**config.mk**
```make
export PLATFORM = sky130hd
export DESIGN_NAME = ccff_chain_loader
export DESIGN_NICKNAME = d
export VERILOG_FILES = /design/src/rtl/ccff_chain_loader.sv
export SDC_FILE = /design/constraint.sdc
export NUM_CORES = 1
export LEC_CHECK = 0
export CELL_PAD_IN_SITES_DETAIL_PLACEMENT = 1
export CELL_PAD_IN_SITES_GLOBAL_PLACEMENT = 2
export CORE_MARGIN = 1
export CORE_UTILIZATION = 36
export DETAILED_ROUTE_END_ITERATION = 8
export HOLD_SLACK_MARGIN = 0.08
export PLACE_DENSITY_LB_ADDON = 0.1
export SLEW_MARGIN = 20
export SYNTH_ARGS = -nofsm -noshare
export SYNTH_HDL_FRONTEND = slang
export SYNTH_SLANG_ARGS = --single-unit
```
**constraint.sdc**
```tcl
create_clock -name prog_clk -period 2.9 [get_ports prog_clk]
set_input_delay 0.58 -clock prog_clk [delete_from_list [all_inputs] [get_ports prog_clk]]
set_output_delay 0.58 -clock prog_clk [all_outputs]
set_load 0.01 [all_outputs]
```
**src/rtl/ccff_chain_loader.sv**
```systemverilog
// ccff_chain_loader: accepts host config words over valid/ready and shifts
// them LSB-first into a ble4 configuration-flip-flop chain, with an optional
// verify pass that compares the chain tail against the re-sent stream.
module ccff_chain_loader #(
  parameter int CHAIN_LEN = 18,
  parameter int WORD_W    = 8,
  localparam int CNT_W    = $clog2(CHAIN_LEN + 1)
) (
  input  logic              prog_clk,
  input  logic              prog_rst_n,
  input  logic              start,
  input  logic              verify,
  input  logic [WORD_W-1:0] cfg_data,
  input  logic              cfg_valid,
  output logic              cfg_ready,
  output logic              ccff_head,
  output logic              ccff_shift_en,
  input  logic              ccff_tail,
  output logic              busy,
  output logic              done,
  output logic              error
);

  localparam int IDX_W = (WORD_W > 1) ? $clog2(WORD_W) : 1;

  typedef enum logic [1:0] {
    S_IDLE,
    S_FETCH,
    S_SHIFT,
    S_FIN
  } state_t;

  state_t            r_state;
  state_t            w_next;
  logic [WORD_W-1:0] r_sreg;
  logic [IDX_W-1:0]  r_bit_idx;
  logic [CNT_W-1:0]  r_total_cnt;
  logic              r_head;
  logic              r_shift_en;
  logic              r_verify;
  logic              r_error;
  logic              r_busy;

  logic w_accept;
  logic w_handshake;
  logic w_last_bit;
  logic w_word_end;
  logic w_done;

  assign w_accept    = (r_state == S_IDLE) && start;
  assign w_handshake = (r_state == S_FETCH) && cfg_valid;
  assign w_last_bit  = (r_total_cnt == CNT_W'(CHAIN_LEN - 1));
  assign w_word_end  = (r_bit_idx == IDX_W'(WORD_W - 1));
  // FIN holds until the final registered shift_en has been consumed by the chain
  assign w_done      = (r_state == S_FIN) && !r_shift_en;

  assign cfg_ready     = (r_state == S_FETCH);
  assign ccff_head     = r_head;
  assign ccff_shift_en = r_shift_en;
  assign busy          = r_busy;
  assign done          = w_done;
  assign error         = r_error;

  // State register
  always_ff @(posedge prog_clk or negedge prog_rst_n) begin
    if (!prog_rst_n) begin
      r_state <= S_IDLE;
    end else begin
      r_state <= w_next;
    end
  end

  // Next-state logic
  always_comb begin
    w_next = r_state;
    case (r_state)
      S_IDLE:  if (start) w_next = S_FETCH;
      S_FETCH: if (cfg_valid) w_next = S_SHIFT;
      S_SHIFT: begin
        if (w_last_bit) begin
          w_next = S_FIN;
        end else if (w_word_end) begin
          w_next = S_FETCH;
        end
      end
      S_FIN:   if (!r_shift_en) w_next = S_IDLE;
      default: w_next = S_IDLE;
    endcase
  end

  // Word capture, serializer, counters, status flags and verify compare
  always_ff @(posedge prog_clk or negedge prog_rst_n) begin
    if (!prog_rst_n) begin
      r_sreg      <= '0;
      r_bit_idx   <= '0;
      r_total_cnt <= '0;
      r_head      <= 1'b0;
      r_shift_en  <= 1'b0;
      r_verify    <= 1'b0;
      r_error     <= 1'b0;
      r_busy      <= 1'b0;
    end else begin
      r_shift_en <= (r_state == S_SHIFT);
      if (r_state == S_SHIFT) begin
        r_head      <= r_sreg[r_bit_idx];
        r_bit_idx   <= r_bit_idx + IDX_W'(1);
        r_total_cnt <= r_total_cnt + CNT_W'(1);
      end
      if (w_handshake) begin
        r_sreg    <= cfg_data;
        r_bit_idx <= '0;
      end
      // Tail shows the bit shifted in CHAIN_LEN shifts ago, i.e. the same
      // stream position of the previous load, so it must equal head.
      if (r_verify && r_shift_en && (ccff_tail != r_head)) begin
        r_error <= 1'b1;
      end
      if (w_accept) begin
        r_verify    <= verify;
        r_error     <= 1'b0;
        r_busy      <= 1'b1;
        r_total_cnt <= '0;
      end
      if (w_done) begin
        r_busy <= 1'b0;
      end
    end
  end

endmodule

```
# Word level (Yosys, flattened, before mapping)
# Cells that the tools add are included.
dict set report totals {
  n_memories 0
  rom_bits 0
  register_bits 23
  latch_bits 0
  word_cells 50
  mem_bits_rw 0
}
dict set report op_classes {
  div_mod_pow 0
  n_bitwise 0
  n_mul 0
  n_addsub 2
  n_reduce_logical 12
  muxes 16
  n_lt_le_gt_ge 1
  eq_ne 10
  n_shift 0
}
# operator n
set op_table {}
lappend op_table {{$mux W2} 5}
lappend op_table {{$mux W5} 2}
lappend op_table {{$pmux W2 S4} 1}
lappend op_table {{$reduce_bool A2 Y1} 4}
lappend op_table {{$mux W3} 2}
lappend op_table {{$ne A2 B2 Y1 const B} 3}
lappend op_table {{$add A5 B1 Y5 const B} 1}
lappend op_table {{$eq A5 B5 Y1 const B} 1}
lappend op_table {{$logic_and A1 B1 Y1} 5}
lappend op_table {{$mux W1} 5}
lappend op_table {{$eq A2 B2 Y1 const B} 2}
lappend op_table {{$lt A3 B4 Y1 const B} 1}
lappend op_table {{$reduce_and A4 Y1} 1}
lappend op_table {{$add A3 B1 Y3 const B} 1}
lappend op_table {{$bmux W1 S3} 1}
lappend op_table {{$eq A3 B3 Y1 const B} 1}
lappend op_table {{$ne A3 B3 Y1 const B} 1}
lappend op_table {{$eq A2 B1 Y1 const B} 1}
lappend op_table {{$logic_not A2 Y1} 1}
lappend op_table {{$logic_not A1 Y1} 1}
lappend op_table {{$ne A1 B1 Y1} 1}

# Depth between registers and ports, before layout
# Gate-level depths: netlist (run 1).
dict set report logic_depth {
  depth_word 4
  depth_mapped 5
  depth_no_buf 5
}

# Worst setup path after synthesis (run 1)
# Ideal clock, no wire load.
dict set report synth_timing {
  path_type {register -> output}
  start {register r_shift_en (netlist: ccff_shift_en)}
  end {output done}
  required_time_ps 2320
  stages_incl_launch_ff 3
  arrival_time_ps 770
  setup_slack_ps 1550
  n_path_buf 0
  cell_sequence {dfrtp_1 nand2b_1 nor2_1}
}
dict set report synth_via {
  elab_chain_len 2
}
# element line
set synth_rtl {}
lappend synth_rtl {{start: declaration} 39} ;# logic r_shift_en;
lappend synth_rtl {{start signal: assignment} 103} ;# r_shift_en <= (r_state == S_SHIFT);
lappend synth_rtl {{$logic_not A1 Y1} -}
lappend synth_rtl {{$logic_and A1 B1 Y1} 55} ;# assign w_done = (r_state == S_FIN) && !r_shift_en;
lappend synth_rtl {{end: declaration} 20} ;# output logic done,
# Every way passes these cells.

# Worst setup path in the final report (run 1)
dict set report layout_timing {
  start {register r_state[0]}
  end {output done}
}
dict set report layout_via {
  elab_chain_len 2
}
# element line
set layout_rtl {}
lappend layout_rtl {{start: declaration} 33} ;# state_t r_state;
lappend layout_rtl {{start signal: assignment} 69} ;# r_state <= w_next;
lappend layout_rtl {{$eq A2 B2 Y1} 55}
lappend layout_rtl {{$logic_and A1 B1 Y1} 55}
# Every way passes these cells.

==> summary.md, run 1 <==
| Metric | Value |
|---|---|
| Outcome | complete, but fails checks |
| Failing checks | design-rule violations |
| Fin. Hold Viols | 0 |
| Tcrit/Tclk final | 78.9% |
| Layout Area Growth over Synthesis | 21.2% |
| Drt drc | 1 |
| Post-CTS sizing | 0 |
| Die Ht | 57.5 um |
| IO buf count | 19 |
| DR vias | 760 |
| GRT overflow | 0 |
| CTS sink cnt | 23 |
| Utilization after layout | 47.5% |
| GRT Util Overall | 15.1% |
| CTS tree | yes |
| CP Data Arrival Time | 1.71 ns |
| Vias per cell | 5.28 |
| Die ar. | 3300 um^2 |
| Worst Tran Pin Value | 0.480 ns |
| Max Slew Vio Count | 0 |
| Max_cap viols | 0 |
| Pwr per Cell Area | 908 nW/um^2 |
| Skew final | 0.00499 ns |
| DRT Pass-1 Iters | 6 |
| Rows | 19 |
| Max VDD drop | 0.358 mV |
| Req. time, crit path | 2.32 ns |
| Largest net degree at the start of global routing | 24 |
| RD Place Congestion | 0.690 |
| Syn avg cell area | 11.9 um^2 |
| DRT iter0 DRCs | 19 |
| Synth unique cells | 26 |
| Worst-Skew Late Latency | 0.32 ns |
| Post-Syn Instances | 93 |
| Crit path launch type | flop |
| Initial core utilization | 39.1% |
| Antenna violations before repair | 0 |
| Layout cells sized above 1 | 16.8% |
| Setup bufs post-CTS | 0 |
| Total power | 0.00122 W |
| Detailed-route wire length per cell | 14.9 um |
| Synth warn | 0 |
| Mapped cell area | 1110 um^2 |
| FF+latch area | 576 um^2 |
| Clock Tree Buf Depth | 2 |
| Hpwl dp | 1530 um |
| Unrepaired setup endpoints after global routing | no |
| Final instance area | 1340 um^2 |
| Syn Nets | 111 |
| H-tree Lvls | 1 |
| Core region area | 2830 um^2 |
| CTS Buf Count | 3 |
| Final min period | 2.29 ns |
| Filler Cells Inserted | 313 |
| Hold WC Path Type | reg2reg |
| Die width | 57.5 um |
| Slew headroom | 68.0% |
| CTS clk-pin slew, worst paths | 0.13 ns |
| Placed Area | 1320 um^2 |
| Most frequent cells in the layout | dfrtp_1, clkdlybuf4s50_1, nand2_1, mux2_2, inv_1 |
| # IOs | 20 |
| Vias in the first global route | 769 |
| Crit path max fanout | 9 |
| Post-route ant nets | 0 |
| Seq/Total Area, Yosys | 52.0% |
| Final Setup Violations | 0 |
| CTS root buf | clkbuf_4 |
| Critical setup path kind | reg2out |
| Most common cell after layout, fill and taps aside | dfrtp_1 |
| Global-route wire length before repair | 3660 um |
| #FFs+latches synth | 23 |
| Hold_buf cts | 0 |
| Final net count | 132 |
| LEAKAGE | 0.613 nW |
| Multi-input logic area | 477 um^2 |
| Fmax | 437 MHz |
| Final WL | 2150 um |
| Crit path capture type | output port |
| N_diodes | 0 |
| Setup TNS | 0 ns |
==> worst max-delay path, stage by stage (launching register included) <==
cell and delay (ns):
dfrtp_1 0.56, nand2b_1 0.14, nor2_1 0.14, clkdlybuf4s50_1 0.55
==> routing by layer <==
metal  track usage (%)  up-vias  wire, um
met1              20.2      369      1050
met4              8.36        0        40
met5                 0        -         0
met2              22.9       21       954
met3              2.95        3       103
li1                  -      367         -
==> per-stage QoR <==
step,setup slack [ns],hold slack (ns),instances
global placement,0.983,0.491,140
finish,0.613,0.521,144
floorplan,1.55,0.284,93
detailed placement,0.952,0.496,140
global route,0.482,0.545,144
CTS,0.601,0.528,144
==> synth_stat cells <==
cell      number  area, um^2
dfrtp_1       23         576
nand2_1       10        37.5
mux2_2         9         101
inv_1          7        26.3
mux2i_1        5        50.1
nand3_1        5        25.0
o21ai_0        5        25.0
ha_1           4        50.1
xor2_1         3        26.3
buf_2          2        10.0
nand2b_1       2        12.5
nor2_1         2        7.51
o21bai_1       2        15.0
o311ai_0       2        17.5
a211oi_1       1        7.51
a31o_2         1        8.76
a31oi_1        1        6.26
buf_4          1        7.51
buf_6          1        11.3
mux4_2         1        22.5
nand3b_4       1        20.0
nor2b_1        1        6.26
nor3b_2        1        12.5
nor4bb_1       1        10.0
o21ai_2        1        8.76
o22ai_1        1        6.26
==> cell type report <==
class | instances | area share, %
Multi-Input combinational cell | 59 | 35.5
Inverter | 7 | 1.96
Clock inverter | 1 | 0.373
Tap cell | 31 | 2.89
Sequential cell | 23 | 42.9
Timing Repair Buffer | 20 | 14.7
Clock buffer | 3 | 1.68
==> registers in the layout (all words and copies together), names as in the netlist <==
register / count
r_sreg: 8
r_total_cnt: 5
r_bit_idx: 3
r_state: 2
busy: 1
ccff_head: 1
ccff_shift_en: 1
error: 1
r_verify: 1
==> kinds of logic (layout without fill, tap and decap cells) <==
family	after synthesis	in the layout	share of synthesized area, %
flops	23	23	52.0
simple gates	23	23	11.9
mux	15	15	15.7
compound gates	14	14	8.59
buf+inv	11	31	4.97
fa+ha+maj	4	4	4.52
xor+xnor	3	3	2.37
==> worst paths after layout <==
check / start / end / slack, ns / cells past startpoint
worst max-delay path: r_state[0] / done / 0.61 / 3
worst min-delay path: r_sreg[6] / r_sreg[6] / 0.52 / 1
worst max register to register: r_state[0] / r_total_cnt[2] / 1.24 / 4
worst min register to register: r_sreg[6] / r_sreg[6] / 0.52 / 1
max in group asynchronous: prog_rst_n / ccff_shift_en / 2.07 / 2
min in group asynchronous: prog_rst_n / r_sreg[2] / 0.60 / 2
==> where the power goes <==
group	leakage [nW]	switching, W	total (W)	internal, W
sequential	0.287	0.000131	0.000584	0.000453
combinational	0.308	0.000210	0.000483	0.000273
clock	0.0177	0.0000998	0.000152	0.0000517
total	0.613	0.000441	0.00122	0.000778
Power figures use the tool's default switching activity.
==> run 2: changes to the inputs <==
--- a/config.mk
+++ b/config.mk
@@ -8,7 +8,7 @@
 export CELL_PAD_IN_SITES_DETAIL_PLACEMENT = 1
 export CELL_PAD_IN_SITES_GLOBAL_PLACEMENT = 2
 export CORE_MARGIN = 1
-export CORE_UTILIZATION = 36
+export CORE_UTILIZATION = 33
 export DETAILED_ROUTE_END_ITERATION = 8
 export HOLD_SLACK_MARGIN = 0.08
 export PLACE_DENSITY_LB_ADDON = 0.1
==> constraint.sdc (replaced) <==
create_clock -name prog_clk -period 2.3 [get_ports prog_clk]
set_input_delay 0.46 -clock prog_clk [delete_from_list [all_inputs] [get_ports prog_clk]]
set_output_delay 0.46 -clock prog_clk [all_outputs]
set_load 0.01 [all_outputs]
==> run 2 against run 1 <==
  * The run now ends clean
  * Setup slack worse by 0.38 ns
  * Routed wire length grew 1.3%
  * First-iteration DRC count fell by 68%
  * Register-to-register slack lost 0.49 ns
  * Die area rose by 8.8%
  * Clock power up 24%
  * Total power grew 25%
  * Combinational power increased by 24%
  * Global-route usage decreased by 0.084 points
==> summary.md, run 2 (same netlist as run 1, synthesis figures left out) <==
| Metric | Value |
|---|---|
| Slew headroom | 70.2% (+2.2 points) |
| Skew final | 0.00795 ns (+0.00296 ns) |
| CTS Buf Count | 3 (unchanged) |
| DRT Pass-1 Iters | 4 (-2) |
| Req. time, crit path | 1.84 ns (-0.48 ns) |
| Detailed-route wire length per cell | 13.8 um (-7.1%) |
| Crit path launch type | flop |
| Max Slew Vio Count | 0 (unchanged) |
| Setup TNS | 0 ns (unchanged) |
| CTS root buf | clkbuf_4 |
| Core region area | 3130 um^2 (+11%) |
| Worst reg2reg path startpoint | r_bit_idx[0] |
| Layout Area Growth over Synthesis | 22.8% |
| Vias in the first global route | 816 (+6.1%) |
| Final net count | 132 (unchanged) |
| Final min period | 2.07 ns |
| Critical path, cell by cell | nand2b_1 > nor2_1 > clkdlybuf4s50_1 |
| R2R cell count | 4 (unchanged) |
| CP Data Arrival Time | 1.61 ns (-0.10 ns) |
| IO buf count | 19 (unchanged) |
| Drt drc | 0 (-1) |
| Setup bufs post-CTS | 0 (unchanged) |
| RD Place Congestion | 0.686 (-0.58%) |
| Largest Register | r_sreg |
| CTS sink cnt | 23 (unchanged) |
| Crit path capture type | output port |
| Max_cap viols | 0 (unchanged) |
| Post-route ant nets | 0 (unchanged) |
| Final Non-Filler Cells | 157 (+9.0%) |
| Initial core utilization | 35.4% (-3.7 points) |
| Largest net degree at the start of global routing | 24 (unchanged) |
| DR vias | 750 (-1.3%) |
| Reg-to-reg slack, setup | 0.75 ns (-0.49 ns) |
| Pwr per Cell Area | 1120 nW/um^2 (+23%) |
| Hold WC Path Type | in2async |
| Final WL | 2170 um (+1.3%) |
| Placed Cells | 153 (+9.3%) |
| Slowest cell on crit path | clkdlybuf4s50_1 |
| Sum of buffers and inverters on the critical path | 1 (unchanged) |
| Max incr delay on CP | 0.55 ns (about the same) |
| GRT Util Overall | 15.0% (-0.084 points) |
| Filler Cells Inserted | 358 (+14%) |
| CTS clk-pin slew, worst paths | 0.13 ns (about the same) |
| DRT iter0 DRCs | 6 (-13) |
| Largest regs | r_sreg x8, r_total_cnt x5, r_bit_idx x3 |
| CP delay by family, top | buffers and inverters |
| Most common cell after layout, fill and taps aside | dfrtp_1 |
| Vias per cell | 4.78 (-9.5%) |
| Outcome | finished clean |
| # IOs | 20 (unchanged) |
| H-tree Lvls | 1 (unchanged) |
| Layout cells sized above 1 | 17.7% (+0.88 points) |
| Die width | 59.9 um (+4.3%) |
| Antenna violations before repair | 0 (unchanged) |
| Critical setup path kind | reg2out |
| Max reg flops | 8 (unchanged) |
| Worst Tran Pin Value | 0.448 ns (-0.0323 ns) |
| Most frequent cells in the layout | dfrtp_1, clkdlybuf4s50_1, nand2_1, mux2_2, inv_1 |
| Unrepaired setup endpoints after global routing | no |
| Tcrit/Tclk final | 90.1% |
| Rows | 20 (+1) |
| Final Setup Violations | 0 (unchanged) |
| GRT overflow | 0 (unchanged) |
| Fin. Hold Viols | 0 (unchanged) |
| Worst-Skew Late Latency | 0.31 ns (about the same) |
| Global-route wire length before repair | 3750 um (+2.5%) |
| Max VDD drop | 0.585 mV (+64%) |
| Crit path max fanout | 9 (unchanged) |
| CTS tree | yes |
| Fmax | 483 MHz |
| Die Ht | 59.9 um (+4.3%) |
| LEAKAGE | 0.612 nW (-0.18%) |
| Clock Tree Buf Depth | 2 (unchanged) |
| RR Endpoint | r_state[0] |
| N_diodes | 0 (unchanged) |
| Die ar. | 3590 um^2 (+8.8%) |
| Hpwl dp | 1610 um (+5.0%) |
==> run 2: cell counts in the layout (fill, tap and decap cells not counted) <==
No cell type changed its count.
==> run 2: cell type report <==
cell class | instances | area, um^2 | area share [%]
Clock inverter | 1 | 5.00 | 0.368
Clock buffer | 3 | 22.5 | 1.66
Tap cell | 44 | 55.1 | 4.05
Timing Repair Buffer | 20 | 198 | 14.5
Sequential cell | 23 | 577 | 42.4
Inverter | 7 | 26.3 | 1.93
Multi-Input combinational cell | 59 | 477 | 35.1
==> run 2: worst register-to-register path: cells and delay by family (launching register included) <==
kind / cells / cell delay (ns)
flip-flops: 1 / 0.51
AO/OA/AOI/OAI: 2 / 0.47
adder cells (fa/ha/maj): 2 / 0.45
==> run 2: worst max-delay path by stage <==
stage | start | endpoint | slack (ns) | depth (start not counted)
after floorplan | r_bit_idx[1] | r_state[0] | 1.03 | 4
after global placement | start | r_verify | 0.51 | 3
after detailed placement | r_state[0] | done | 0.49 | 3
after CTS | r_state[0] | done | 0.10 | 3
after global routing | r_state[0] | done | 0.08 | 3
final | r_state[0] | done | 0.23 | 3
==> run 2: per-layer routing <==
layer  up-vias  track usage, %  routed length [um]
li1        360               -                   -
met1       373            15.8                 887
met2        12            27.6                1170
met3         5            4.55                  77
met4         0            5.98                  39
met5         -               0                   0
==> run 2: report_power, final <==
group	internal [W]	total, W	switching, W
Sequential	0.000574	0.000735	0.000161
Clock	0.0000651	0.000188	0.000122
Combinational	0.000344	0.000600	0.000256
Total	0.000983	0.00152	0.000539
==> run 2: through the flow <==
step	total power (W)	util, %	worst slack (ns)	instance area (um^2)	hold slack, ns
after floorplan	0.00115	-	1.03	1110	0.164
after global placement	0.00133	42.6	0.506	1330	0.487
after detailed placement	0.00137	42.6	0.488	1330	0.496
after CTS	0.00156	43.4	0.100	1360	0.490
after global routing	0.00167	43.5	0.0766	1360	0.505
final	0.00152	43.5	0.229	1360	0.492
==> run 2: timing repair <==
action | CTS | global route
hold buffers | 0 | 0
setup endpoints to repair | 0 | 1
gates resized for setup | 0 | 1
